$ cat config.mk
export PLATFORM = sky130hd
export DESIGN_NAME = booth_mult_r4_param
export DESIGN_NICKNAME = d
export VERILOG_FILES = /design/src/rtl/booth_mult_r4_param.sv
export SDC_FILE = /design/constraint.sdc
export NUM_CORES = 1
export LEC_CHECK = 0
export CAP_MARGIN = 20
export CELL_PAD_IN_SITES_DETAIL_PLACEMENT = 2
export CELL_PAD_IN_SITES_GLOBAL_PLACEMENT = 2
export CORE_MARGIN = 2
export CORE_UTILIZATION = 29
export CTS_CLUSTER_DIAMETER = 50
export CTS_CLUSTER_SIZE = 30
export DETAILED_ROUTE_END_ITERATION = 7
export PLACE_DENSITY = 0.81
export RECOVER_POWER = 50
export SYNTH_ARGS = -nofsm -noshare
export SYNTH_HDL_FRONTEND = slang
export SYNTH_SLANG_ARGS = --single-unit
$ cat constraint.sdc
create_clock -name clk -period 4.6 [get_ports clk]
set_input_delay 0.92 -clock clk [delete_from_list [all_inputs] [get_ports clk]]
set_output_delay 0.92 -clock clk [all_outputs]
set_load 0.05 [all_outputs]
$ cat src/rtl/booth_mult_r4_param.sv
// rtl/booth_mult_r4_param.sv - iterative radix-4 Booth multiplier, signed/unsigned, full 2W-bit product
module booth_mult_r4_param #(
  parameter int WIDTH = 32,
  parameter int CNT_W = $clog2(WIDTH/2+2)
) (
  input  logic             clk,
  input  logic             reset_n,
  input  logic             start,
  input  logic [WIDTH-1:0] operand_a,
  input  logic [WIDTH-1:0] operand_b,
  input  logic             is_signed,
  output logic             busy,
  output logic             result_ready,
  output logic [WIDTH-1:0] product_lo,
  output logic [WIDTH-1:0] product_hi,
  output logic             ovf
);

  localparam int N  = WIDTH/2 + 1;
  localparam int HW = WIDTH + 3;
  localparam int MW = WIDTH + 2;
  localparam int AW = HW + MW + 1;

  typedef enum logic [1:0] {S_IDLE, S_RUN, S_DONE} state_t;

  state_t           r_state;
  logic [CNT_W-1:0] r_cnt;
  logic [HW-1:0]    r_mcand;
  logic [AW-1:0]    r_acc;
  logic             r_signed;
  logic             r_busy;
  logic             r_ready;
  logic [WIDTH-1:0] r_lo;
  logic [WIDTH-1:0] r_hi;
  logic             r_ovf;

  logic [HW-1:0]      w_a_ext;
  logic [MW-1:0]      w_b_ext;
  logic [HW-1:0]      w_m2;
  logic [HW-1:0]      w_pp;
  logic [HW-1:0]      w_sum;
  logic [AW-1:0]      w_acc_next;
  logic [2*WIDTH-1:0] w_prod;
  logic               w_ovf;

  assign w_a_ext = is_signed ? {{3{operand_a[WIDTH-1]}}, operand_a} : {3'b000, operand_a};
  assign w_b_ext = is_signed ? {{2{operand_b[WIDTH-1]}}, operand_b} : {2'b00, operand_b};
  assign w_m2    = {r_mcand[HW-2:0], 1'b0};

  // Booth digit from {b(i+1), b(i), b(i-1)}; the guard bit sits at r_acc[0]
  always_comb begin
    w_pp = '0;
    case (r_acc[2:0])
      3'b001, 3'b010: w_pp = r_mcand;
      3'b011:         w_pp = w_m2;
      3'b100:         w_pp = -w_m2;
      3'b101, 3'b110: w_pp = -r_mcand;
      default:        w_pp = '0;
    endcase
  end

  assign w_sum      = r_acc[AW-1:MW+1] + w_pp;
  assign w_acc_next = {{2{w_sum[HW-1]}}, w_sum, r_acc[MW:2]};
  assign w_prod     = w_acc_next[2*WIDTH:1];
  assign w_ovf      = r_signed ? (w_prod[2*WIDTH-1:WIDTH] != {WIDTH{w_prod[WIDTH-1]}})
                               : (w_prod[2*WIDTH-1:WIDTH] != '0);

  always_ff @(posedge clk) begin
    if (!reset_n) begin
      r_state  <= S_IDLE;
      r_cnt    <= '0;
      r_mcand  <= '0;
      r_acc    <= '0;
      r_signed <= 1'b0;
      r_busy   <= 1'b0;
      r_ready  <= 1'b0;
      r_lo     <= '0;
      r_hi     <= '0;
      r_ovf    <= 1'b0;
    end else begin
      r_ready <= 1'b0;
      case (r_state)
        S_IDLE, S_DONE: begin
          if (start) begin
            r_mcand  <= w_a_ext;
            r_acc    <= {{HW{1'b0}}, w_b_ext, 1'b0};
            r_signed <= is_signed;
            r_cnt    <= '0;
            r_busy   <= 1'b1;
            r_state  <= S_RUN;
          end else begin
            r_state <= S_IDLE;
          end
        end
        S_RUN: begin
          r_acc <= w_acc_next;
          // outputs only move on the final iteration so they hold through later runs
          if (r_cnt == CNT_W'(N-1)) begin
            r_state <= S_DONE;
            r_busy  <= 1'b0;
            r_ready <= 1'b1;
            r_lo    <= w_prod[WIDTH-1:0];
            r_hi    <= w_prod[2*WIDTH-1:WIDTH];
            r_ovf   <= w_ovf;
          end else begin
            r_cnt <= r_cnt + CNT_W'(1);
          end
        end
        default: r_state <= S_IDLE;
      endcase
    end
  end

  assign busy         = r_busy;
  assign result_ready = r_ready;
  assign product_lo   = r_lo;
  assign product_hi   = r_hi;
  assign ovf          = r_ovf;

endmodule
Word level (Yosys, flattened, before mapping)
Index checks and enable logic that the tools add are counted.
{"block": "word_totals", "register_bits": 180, "inputBits": 68, "out_inout_bits": 67, "wordCells": 55}
{"block": "classes", "add_sub_neg": 4, "n_eq_ne": 13, "n_mux": 16, "n_reduce_logical": 12}
{"operator": "35-bit one-hot mux with 4 select lines", "count": 1}
{"operator": "70-bit one-hot mux with 2 select lines", "count": 1}
{"operator": "70-bit 2-to-1 mux", "count": 1}
{"operator": "35-bit negator", "count": 2}
{"operator": "35-bit adder", "count": 1}
{"operator": "35-bit 2-to-1 mux", "count": 1}
{"operator": "34-bit 2-to-1 mux", "count": 1}
{"operator": "32-bit != test", "count": 1}
{"operator": "32-bit nonzero test", "count": 1}
{"operator": "5-bit 2-to-1 mux", "count": 2}
{"operator": "5-bit one-hot mux with 2 select lines", "count": 1}
{"operator": "3-bit equality test, second input constant", "count": 3}
{"operator": "2-bit AND reduction", "count": 4}
{"operator": "3-bit by 2-bit equality test with 1-bit output, second input constant", "count": 2}
{"operator": "2-bit != test, second input constant", "count": 3}
{"operator": "3-bit AND reduction", "count": 2}
{"operator": "2-bit OR reduction", "count": 3}
{"operator": "5-bit by 1-bit adder with 5-bit output, second input constant", "count": 1}
{"operator": "5-bit equality test, second input constant", "count": 1}
{"operator": "1-bit 2-to-1 mux", "count": 5}
{"operator": "2-bit one-hot mux with 2 select lines", "count": 1}
{"operator": "3-bit by 1-bit equality test with 1-bit output, second input constant", "count": 1}
{"operator": "2-bit by 1-bit equality test with 1-bit output, second input constant", "count": 1}
{"operator": "2-bit equality test, second input constant", "count": 1}
{"operator": "4 further kinds", "count": 4}

Logic depth before layout (Yosys ltp)
Gate-level depths: netlist of run 1.
{"block": "logic_depth", "word_depth": 6, "ltp_mapped": 23, "depth_no_buf": 23}

Least setup slack after synthesis of run 1
OpenSTA, ideal clock, no wires.
{"block": "synth_timing", "path_kind": "register to register", "start": "register r_mcand[9]", "end": "register r_acc[68]", "t_arrival_ns": 5.012, "setup_slack_ns": -0.487, "path_stages_with_launch": 23, "n_path_buf": 2, "cell_sequence": "dfxtp_1 -> buf_6 -> or4_4 -> or2_4 -> nor4_4 -> nand3_1 -> or3_1 -> nand2_1 -> xnor2_1 -> a221oi_1 -> a21oi_1 -> ha_1 -> clkbuf_1 -> and3_1 -> and3_1 -> a2111oi_0 -> o21ai_0 -> o22ai_1 -> o21ai_0 -> o41ai_1 -> xor2_1 -> or3_1 -> a31oi_1"}
{"block": "synth_between", "elab_chain_cells": 4, "word_cells_on_any_way": 5}
{"element": "start: declaration", "line": "28", "rtl": "logic [HW-1:0] r_mcand;"}
{"element": "start signal: assignment", "line": "85", "rtl": "r_mcand <= w_a_ext;"}
{"element": "35-bit negator, on equally long branches", "line": "57, 56"}
{"element": "35-bit one-hot mux with 4 select lines *", "line": "53", "rtl": "case (r_acc[2:0])"}
{"element": "35-bit adder *", "line": "62", "rtl": "assign w_sum = r_acc[AW-1:MW+1] + w_pp;"}
{"element": "70-bit one-hot mux with 2 select lines *", "line": "82", "rtl": "case (r_state)"}
{"element": "end signal: assignment", "line": "86", "rtl": "r_acc <= {{HW{1'b0}}, w_b_ext, 1'b0};"}
{"element": "end signal: assignment", "line": "96", "rtl": "r_acc <= w_acc_next;"}
{"element": "end: declaration", "line": "29", "rtl": "logic [AW-1:0] r_acc;"}
Mark *: on every way between the ends. The rest lies on a longest branch, timed or not.
A chain may end at the register's enable or synchronous reset.

Final worst setup path of run 1
{"block": "layout_timing", "start": "register r_mcand[4]", "end": "register r_ovf (netlist: ovf)"}
{"block": "layout_between", "elab_chain_cells": 5, "word_cells_on_any_way": 7}
{"element": "35-bit negator, on equally long branches", "line": "57, 56"}
{"element": "35-bit one-hot mux with 4 select lines *", "line": "53"}
{"element": "35-bit adder *", "line": "62"}
{"element": "32-bit != test or 32-bit nonzero test (tied branches)", "line": "65, 66"}
{"element": "1-bit 2-to-1 mux *", "line": "65", "rtl": "assign w_ovf = r_signed ? (w_prod[2*WIDTH-1:WIDTH] != {WIDTH{w_prod[WIDTH-1]}})"}
{"element": "end signal: assignment", "line": "104", "rtl": "r_ovf <= w_ovf;"}
{"element": "end: declaration", "line": "35", "rtl": "logic r_ovf;"}
Marked as above.

==> results of run 1 <==
## cell type report
class | count | area, sq um | area share, %
Multi-Input combinational cell | 1153 | 8020 | 49.4
Clock inverter | 14 | 153 | 0.940
Timing Repair Buffer | 391 | 3390 | 20.9
Clock buffer | 18 | 439 | 2.70
Sequential cell | 176 | 3530 | 21.7
Tap cell | 511 | 639 | 3.94
Inverter | 20 | 76.3 | 0.470
## sequential cells by signal (all words and copies together) (netlist names)
signal        count
r_acc            68
r_mcand          33
product_hi       32
product_lo       32
r_cnt             5
r_state           2
busy              1
ovf               1
r_signed          1
result_ready      1
## per-stage QoR
stage                     area (sq um)  worst slack (ns)
final                            16200            -0.954
after global routing             16200             -1.05
after CTS                        15700            -0.646
after detailed placement         14300            -0.938
after global placement           14300            -0.810
after floorplan                  11100            -0.290
## where the power goes
group,switching [W],internal (W)
Combinational,0.000820,0.000610
Clock,0.000763,0.000825
Sequential,0.0000680,0.00158
Total,0.00165,0.00301
## synthesized netlist by cell type, types with 19 or more instances
library cell / n
a21oi_1: 155
nor2b_1: 38
xnor2_1: 44
ha_1: 37
a31oi_1: 22
nand2_1: 319
clkbuf_1: 99
inv_1: 19
dfxtp_1: 176
a22oi_1: 63
a221oi_1: 27
nor3_1: 25
a21boi_0: 36
nor2_1: 68
xor2_1: 31
and2_1: 24
o21ai_0: 49
nand3_1: 21
## cell usage in the layout, fill, tap and decap left out, types with 8 or more instances in the layout
cell type | synthesis | routed
a211oi_1 | 16 | 10
a21boi_0 | 36 | 35
a21o_1 | 14 | 13
a21oi_1 | 155 | 122
a21oi_2 | 0 | 30
a221oi_1 | 27 | 18
a221oi_2 | 1 | 10
a22oi_1 | 63 | 47
a22oi_2 | 0 | 16
a31oi_1 | 22 | 16
and2_1 | 24 | 18
buf_4 | 0 | 226
buf_6 | 2 | 23
clkbuf_16 | 0 | 17
clkdlybuf4s50_1 | 0 | 90
dfxtp_1 | 176 | 172
dlygate4sd3_1 | 0 | 43
ha_1 | 37 | 30
inv_1 | 19 | 19
nand2_1 | 319 | 299
nand2_2 | 2 | 14
nand2_4 | 0 | 8
nand2b_1 | 12 | 11
nand3_1 | 21 | 20
nand4_1 | 18 | 18
nor2_1 | 68 | 62
nor2b_1 | 38 | 38
nor3_1 | 25 | 15
nor3_2 | 1 | 9
o211ai_1 | 12 | 12
o21ai_0 | 49 | 27
o21ai_1 | 3 | 8
o21ai_2 | 0 | 11
or3_1 | 16 | 10
or3_4 | 5 | 11
xnor2_1 | 44 | 38
xor2_1 | 31 | 27
## path summary, 6_finish.rpt
check | startpoint | cells after the start | endpoint | slack, ns
max | r_mcand[4] | 22 | ovf | -0.95
min | product_lo[1] | 2 | product_lo[1] | 0.46
min reg2reg | product_lo[1] | 2 | product_lo[1] | 0.46
max reg2reg | r_mcand[4] | 22 | ovf | -0.95
## per-layer routing
metal	up-vias	wire, um	track usage (%)
met2	502	31400	50.7
met5	-	0	0
met3	170	2620	4.09
met4	0	2540	9.25
li1	5781	-	-
met1	6767	24800	34.2
## logic make-up after synthesis
kind of cell    synth area share (%)
buf+inv                         4.88
mux                            0.882
fa+ha+maj                       4.42
flops                           32.2
xor+xnor                        6.01
compound gates                  26.2
simple gates                    25.3
## critical path, delay by kind of cell, from the launching register on
kind / cells / cell delay [ns]
compound gates: 9 / 1.70
xor+xnor: 2 / 0.27
fa+ha+maj: 1 / 0.30
buf+inv: 2 / 0.24
flops: 1 / 0.34
simple gates: 8 / 2.58
## repair_timing
item / 4_1_cts / 5_1_grt
setup endpoints to repair: 37 / 46
gates resized for setup: 132 / 106
hold endpoints to repair: 0 / 0
pin swaps: 82 / 36
buffers inserted: 30 / 18
==> summary.md, run 1 <==
| Metric | Value |
|---|---|
| Outcome | `finished, violations left` |
| Failing checks | `capacitance limit, slew limit, setup timing` |
| Cell Chain, Critical Path | `or3_4 > or2_1 > or3_4 > or3_4 > or3_4 > nor3_4 > xnor2_2 > a221oi_2 > nor2_2 > ha_4 > a21oi_4 > buf_4 > buf_6 > o21ai_4 > a31o_4 > o31ai_4 > xor2_2 > or4b_1 > o22ai_2 > o2111ai_4 > o31ai_4 > a21oi_2` |
| Routed vias | `13200` |
| IO buf count | `~130` |
| Clk sinks | `about 180` |
| Max cap viols | `4` |
| Peak supply drop | `0.000268 V` |
| Highest cell delay on the worst timing path | `0.58 ns` |
| Post-route DRC | `0` |
| Final Setup Violations | `38` |
| Fin cells | `~2300` |
| Fmax | `180 MHz` |
| Die width | `around 200 um` |
| Final Hold Viols | `0` |
| Core area | `between 30000 and 40000 sq um` |
| Vias in the first global route | `roughly 14000` |
| Total die area | `39200 sq um` |
| Fin util | `43.4%` |
| Crit path DAT | `just under 6 ns` |
| Fillers | `4074` |
| Final HPWL DP | `36300 um` |
| Total global-route track usage | `28.2%` |
| Relative slew slack | `-24.2%` |
| CTS tree | `yes` |
| RSZ-0062 raised after global routing | `true` |
| Clock Latency Late Sink | `approximately 0.48 ns` |
| Post-Syn Instances | `about 1500` |
| Worst-Margin Slew | `around 1.9 ns` |
| Area Overhead vs Synth | `48.6%` |
| Final worst slack | `-0.954 ns` |
| Layout cells sized above 1 | `28.5%` |
| Final min period | `roughly 5.6 ns` |
| Worst hold margin | `about 0.46 ns` |
| Vias per cell | `just under 6` |
| CTS H-tree lvls | `4` |
| Yosys top cell area share | `about a third` |
| Ys async rst share | `0%` |
| Critical setup path kind | `reg2reg` |
| Global-route wire length before repair | `approximately 85000 um` |
| Register area share after synthesis | `around a third` |
| Crit. End Element | `flop` |
| Hold buffer count at CTS | `0` |
| P_leak | `around 6.2 nW` |
| Max Slew Vio Count | `slightly above 200` |
| Power, Total | `approximately 0.0047 W` |
| Setup Skew | `0.0227 ns` |
| PwrDens | `around 290 nW/um^2` |
| Nets | `1865` |
| Max Fanout on Critical Path | `6` |
| Largest net degree at the start of global routing | `80` |
| Dpl cells | `approximately 2200` |
| Initial Utilization | `roughly 29%` |
| Critical path startpoint category | `flop` |
| Ys Warns | `0` |
| Most used cell, CP | `or3_4` |
| First-pass iteration count of the detailed router | `8` |
| Clock edge transition at the registers on the reported setup and hold paths | `0.08 ns` |
| Critical Path RT | `4.95 ns` |
| Mean cell area of the mapped netlist | `roughly 7.5 sq um` |
| Slowest-stage cell, CP | `or4b_1` |
| Fin crit share | `121%` |
| Grt total ovfl | `0` |
| Final Wtd Congestion | `~0.91` |
| Setup TNS | `-11.28 ns` |
| Synth Net Count | `roughly 1600` |
| Ranking of synthesized cells by area | `dfxtp_1 32%, nand2_1 11%, a21oi_1 7.1%` |
| Synth Cell Area | `~11000 sq um` |
| Biggest area consumer among synthesized cells | `dfxtp_1` |
| Main flop type after synthesis | `dfxtp_1` |
| Max clock buf depth | `2` |
| DRT antenna net count | `0` |
| Synth cell types | `just under 80` |
| Ant. Diodes | `0` |
| Num ports | `135` |
| Post-synth EDFFs | `0` |
| # rows | `71` |
| Initial DRC count | `around 970` |
| Wire length per cell | `about 27 um` |
| Final WL | `61400 um` |
| Die height | `a little under 200 um` |
| Yosys reg bits | `176` |
| Min-Delay Path Class | `reg2reg` |
| Root Driver | `clkbuf_16` |
| CTS buffer count | `17` |
| Initial antenna violation count | `1` |
(Power assumes the default switching activity.)
==> run 2, diff against run 1 <==
Settings changed: SKIP_CTS_REPAIR_TIMING set to 1.
==> run 2 against run 1 <==
The flow still finishes with violations (capacitance limit, slew limit, setup timing). Sequential share of layout area up 0.53 points. Clock-buffer cell count unchanged. Cell count down 0.61%. Die area unchanged. Wire length down 7.0%. Non-clock buffer count down 14. Clock power about the same. Via count down 3.0%.
==> summary.md, run 2 (same netlist as run 1, synthesis figures left out) <==
| Metric | Value |
|---|---|
| Fin crit share | `118% (-2.5 points)` |
| Grt total ovfl | `0 (unchanged)` |
| Commonest non-fill, non-tap cell in the layout | `nand2_1` |
| Dpl cells | `2212 (unchanged)` |
| Max Slew Vio Count | `178 (-14%)` |
| Final worst slack | `-0.837 ns (+0.117 ns)` |
| Fmax | `184 MHz (+2.1%)` |
| Largest register by flop count | `r_acc` |
| Critical setup path kind | `reg2reg` |
| Final Wtd Congestion | `0.914 (unchanged)` |
| Final min period | `5.44 ns (-0.117 ns)` |
| Max Fanout on Critical Path | `6 (unchanged)` |
| Critical Path RT | `4.95 ns (about the same)` |
| Core area | `37400 sq um (unchanged)` |
| Relative slew slack | `-156% (-130 points)` |
| Setup TNS | `-40.55 ns (-29.28 ns)` |
| Initial DRC count | `845 (-13%)` |
| Failing checks | `capacitance limit, slew limit, setup timing` |
| IO buf count | `134 (unchanged)` |
| Worst-Margin Slew | `3.85 ns (+1.98 ns)` |
| Setup Skew | `0.0184 ns (-0.00427 ns)` |
| Die width | `198 um (unchanged)` |
| Min-Delay Path Class | `reg2reg` |
| Final Hold Viols | `0 (unchanged)` |
| Max reg flops | `68 (unchanged)` |
| # rows | `71 (unchanged)` |
| Largest net degree at the start of global routing | `80 (unchanged)` |
| Die height | `198 um (unchanged)` |
| Num ports | `135 (unchanged)` |
| Peak supply drop | `0.000287 V (+7.2%)` |
| P_leak | `5.99 nW (-3.6%)` |
| Final WL | `57100 um (-7.0%)` |
| Area Overhead vs Synth | `45.0%` |
| CTS buffer count | `17 (unchanged)` |
| Layout cells sized above 1 | `24.9% (-3.6 points)` |
| Root Driver | `clkbuf_16` |
| Vias in the first global route | `13400 (-4.9%)` |
| Crit path DAT | `5.79 ns (-0.12 ns)` |
| Max cap viols | `3 (-1)` |
| Largest registers | `r_acc: 68 flops, r_mcand: 33 flops` |
| Power, Total | `0.00459 W (-1.5%)` |
| Initial antenna violation count | `2 (+1)` |
| Clock Latency Late Sink | `0.47 ns (about the same)` |
| Post-route DRC | `0 (unchanged)` |
| First-pass iteration count of the detailed router | `5 (-3)` |
| Final Setup Violations | `119 (+210%)` |
| Fin cells | `2269 (-0.61%)` |
| PwrDens | `290 nW/um^2 (+0.94%)` |
| Routed vias | `12800 (-3.0%)` |
| RSZ-0062 raised after global routing | `true` |
| Global-route wire length before repair | `77400 um (-9.1%)` |
| Final HPWL DP | `36300 um (unchanged)` |
| CTS tree | `yes` |
| Fillers | `4121 (+1.2%)` |
| Total die area | `39200 sq um (unchanged)` |
| Wire length per cell | `25.2 um (-6.5%)` |
| Critical path startpoint category | `flop` |
| Most frequent cells in the layout | `307 x nand2_1, 220 x buf_4, 173 x dfxtp_1` |
| Clock edge transition at the registers on the reported setup and hold paths | `0.08 ns (about the same)` |
| Nets | `1851 (-0.75%)` |
| Vias per cell | `5.65 (-2.4%)` |
| Outcome | `finished, violations left` |
| Ant. Diodes | `0 (unchanged)` |
| Fin util | `42.4% (-1.1 points)` |
| Clk sinks | `176 (unchanged)` |
| Max clock buf depth | `2 (unchanged)` |
| Total global-route track usage | `25.5% (-2.6 points)` |
| CTS H-tree lvls | `4 (unchanged)` |
| Crit. End Element | `flop` |
| Initial Utilization | `29.2% (unchanged)` |
| DRT antenna net count | `0 (unchanged)` |
## run 2: path summary, 6_finish.rpt
check	from	to	slack [ns]	depth (start not counted)
worst min register to register	product_hi[22]	product_hi[22]	0.45	2
worst min-delay path	product_hi[22]	product_hi[22]	0.45	2
worst max-delay path	r_mcand[2]	ovf	-0.84	21
worst max register to register	r_mcand[2]	ovf	-0.84	21
## run 2: metrics by stage
stage	setup WS [ns]	hold WS, ns	area, sq um
3_5_place_dp	-0.938	0.451	14300
6_report	-0.837	0.455	15800
5_1_grt	-1.03	0.477	15800
2_1_floorplan	-0.290	0.445	11100
4_1_cts	-0.989	0.461	14900
3_3_place_gp	-0.810	0.444	14300
## run 2: layout make-up
| type | count | area (sq um) | share of cell area (%) |
|---|---|---|---|
| multi-input combinational | 1153 | 7750 | 48.9 |
| sequential | 176 | 3530 | 22.3 |
| timing repair buffer | 377 | 3260 | 20.6 |
| tap | 511 | 639 | 4.03 |
| clock buffer | 18 | 439 | 2.77 |
| clock inverter | 14 | 153 | 0.963 |
| inverter | 20 | 76.3 | 0.482 |
## run 2: worst max-delay path: stages, from the launching register on
cell and delay, ns:
dfxtp_2 0.33, or3_4 0.38, or2_1 0.24, or3_4 0.33, or3_4 0.34, or3_4 0.39, nand2_4 0.10, xor2_2 0.17
o221ai_1 0.14, o21a_1 0.17, ha_4 0.30, nand4_1 0.13, a211oi_2 0.30, nand2_2 0.18, buf_4 0.20, a211oi_2 0.32
a211oi_4 0.11, a21boi_0 0.21, a2111oi_4 0.37, o2111ai_2 0.24, o22ai_2 0.26, a21oi_1 0.10
## run 2: per-layer routing
layer	GRT usage (%)	routed length [um]
met2	44.6	29100
met5	0	13
met4	8.49	1960
met3	4.12	2270
met1	31.8	23700
## run 2: where the power goes
group / internal (W) / switching, W
clock network: 0.000824 / 0.000750
registers: 0.00158 / 0.0000653
logic: 0.000596 / 0.000780
==> run 3, diff against run 2 <==
Settings changed: CTS_CLUSTER_SIZE 30 to unset.
==> results of run 3 <==
Same layout as run 2: the final DEF is identical, and so are final timing and power.
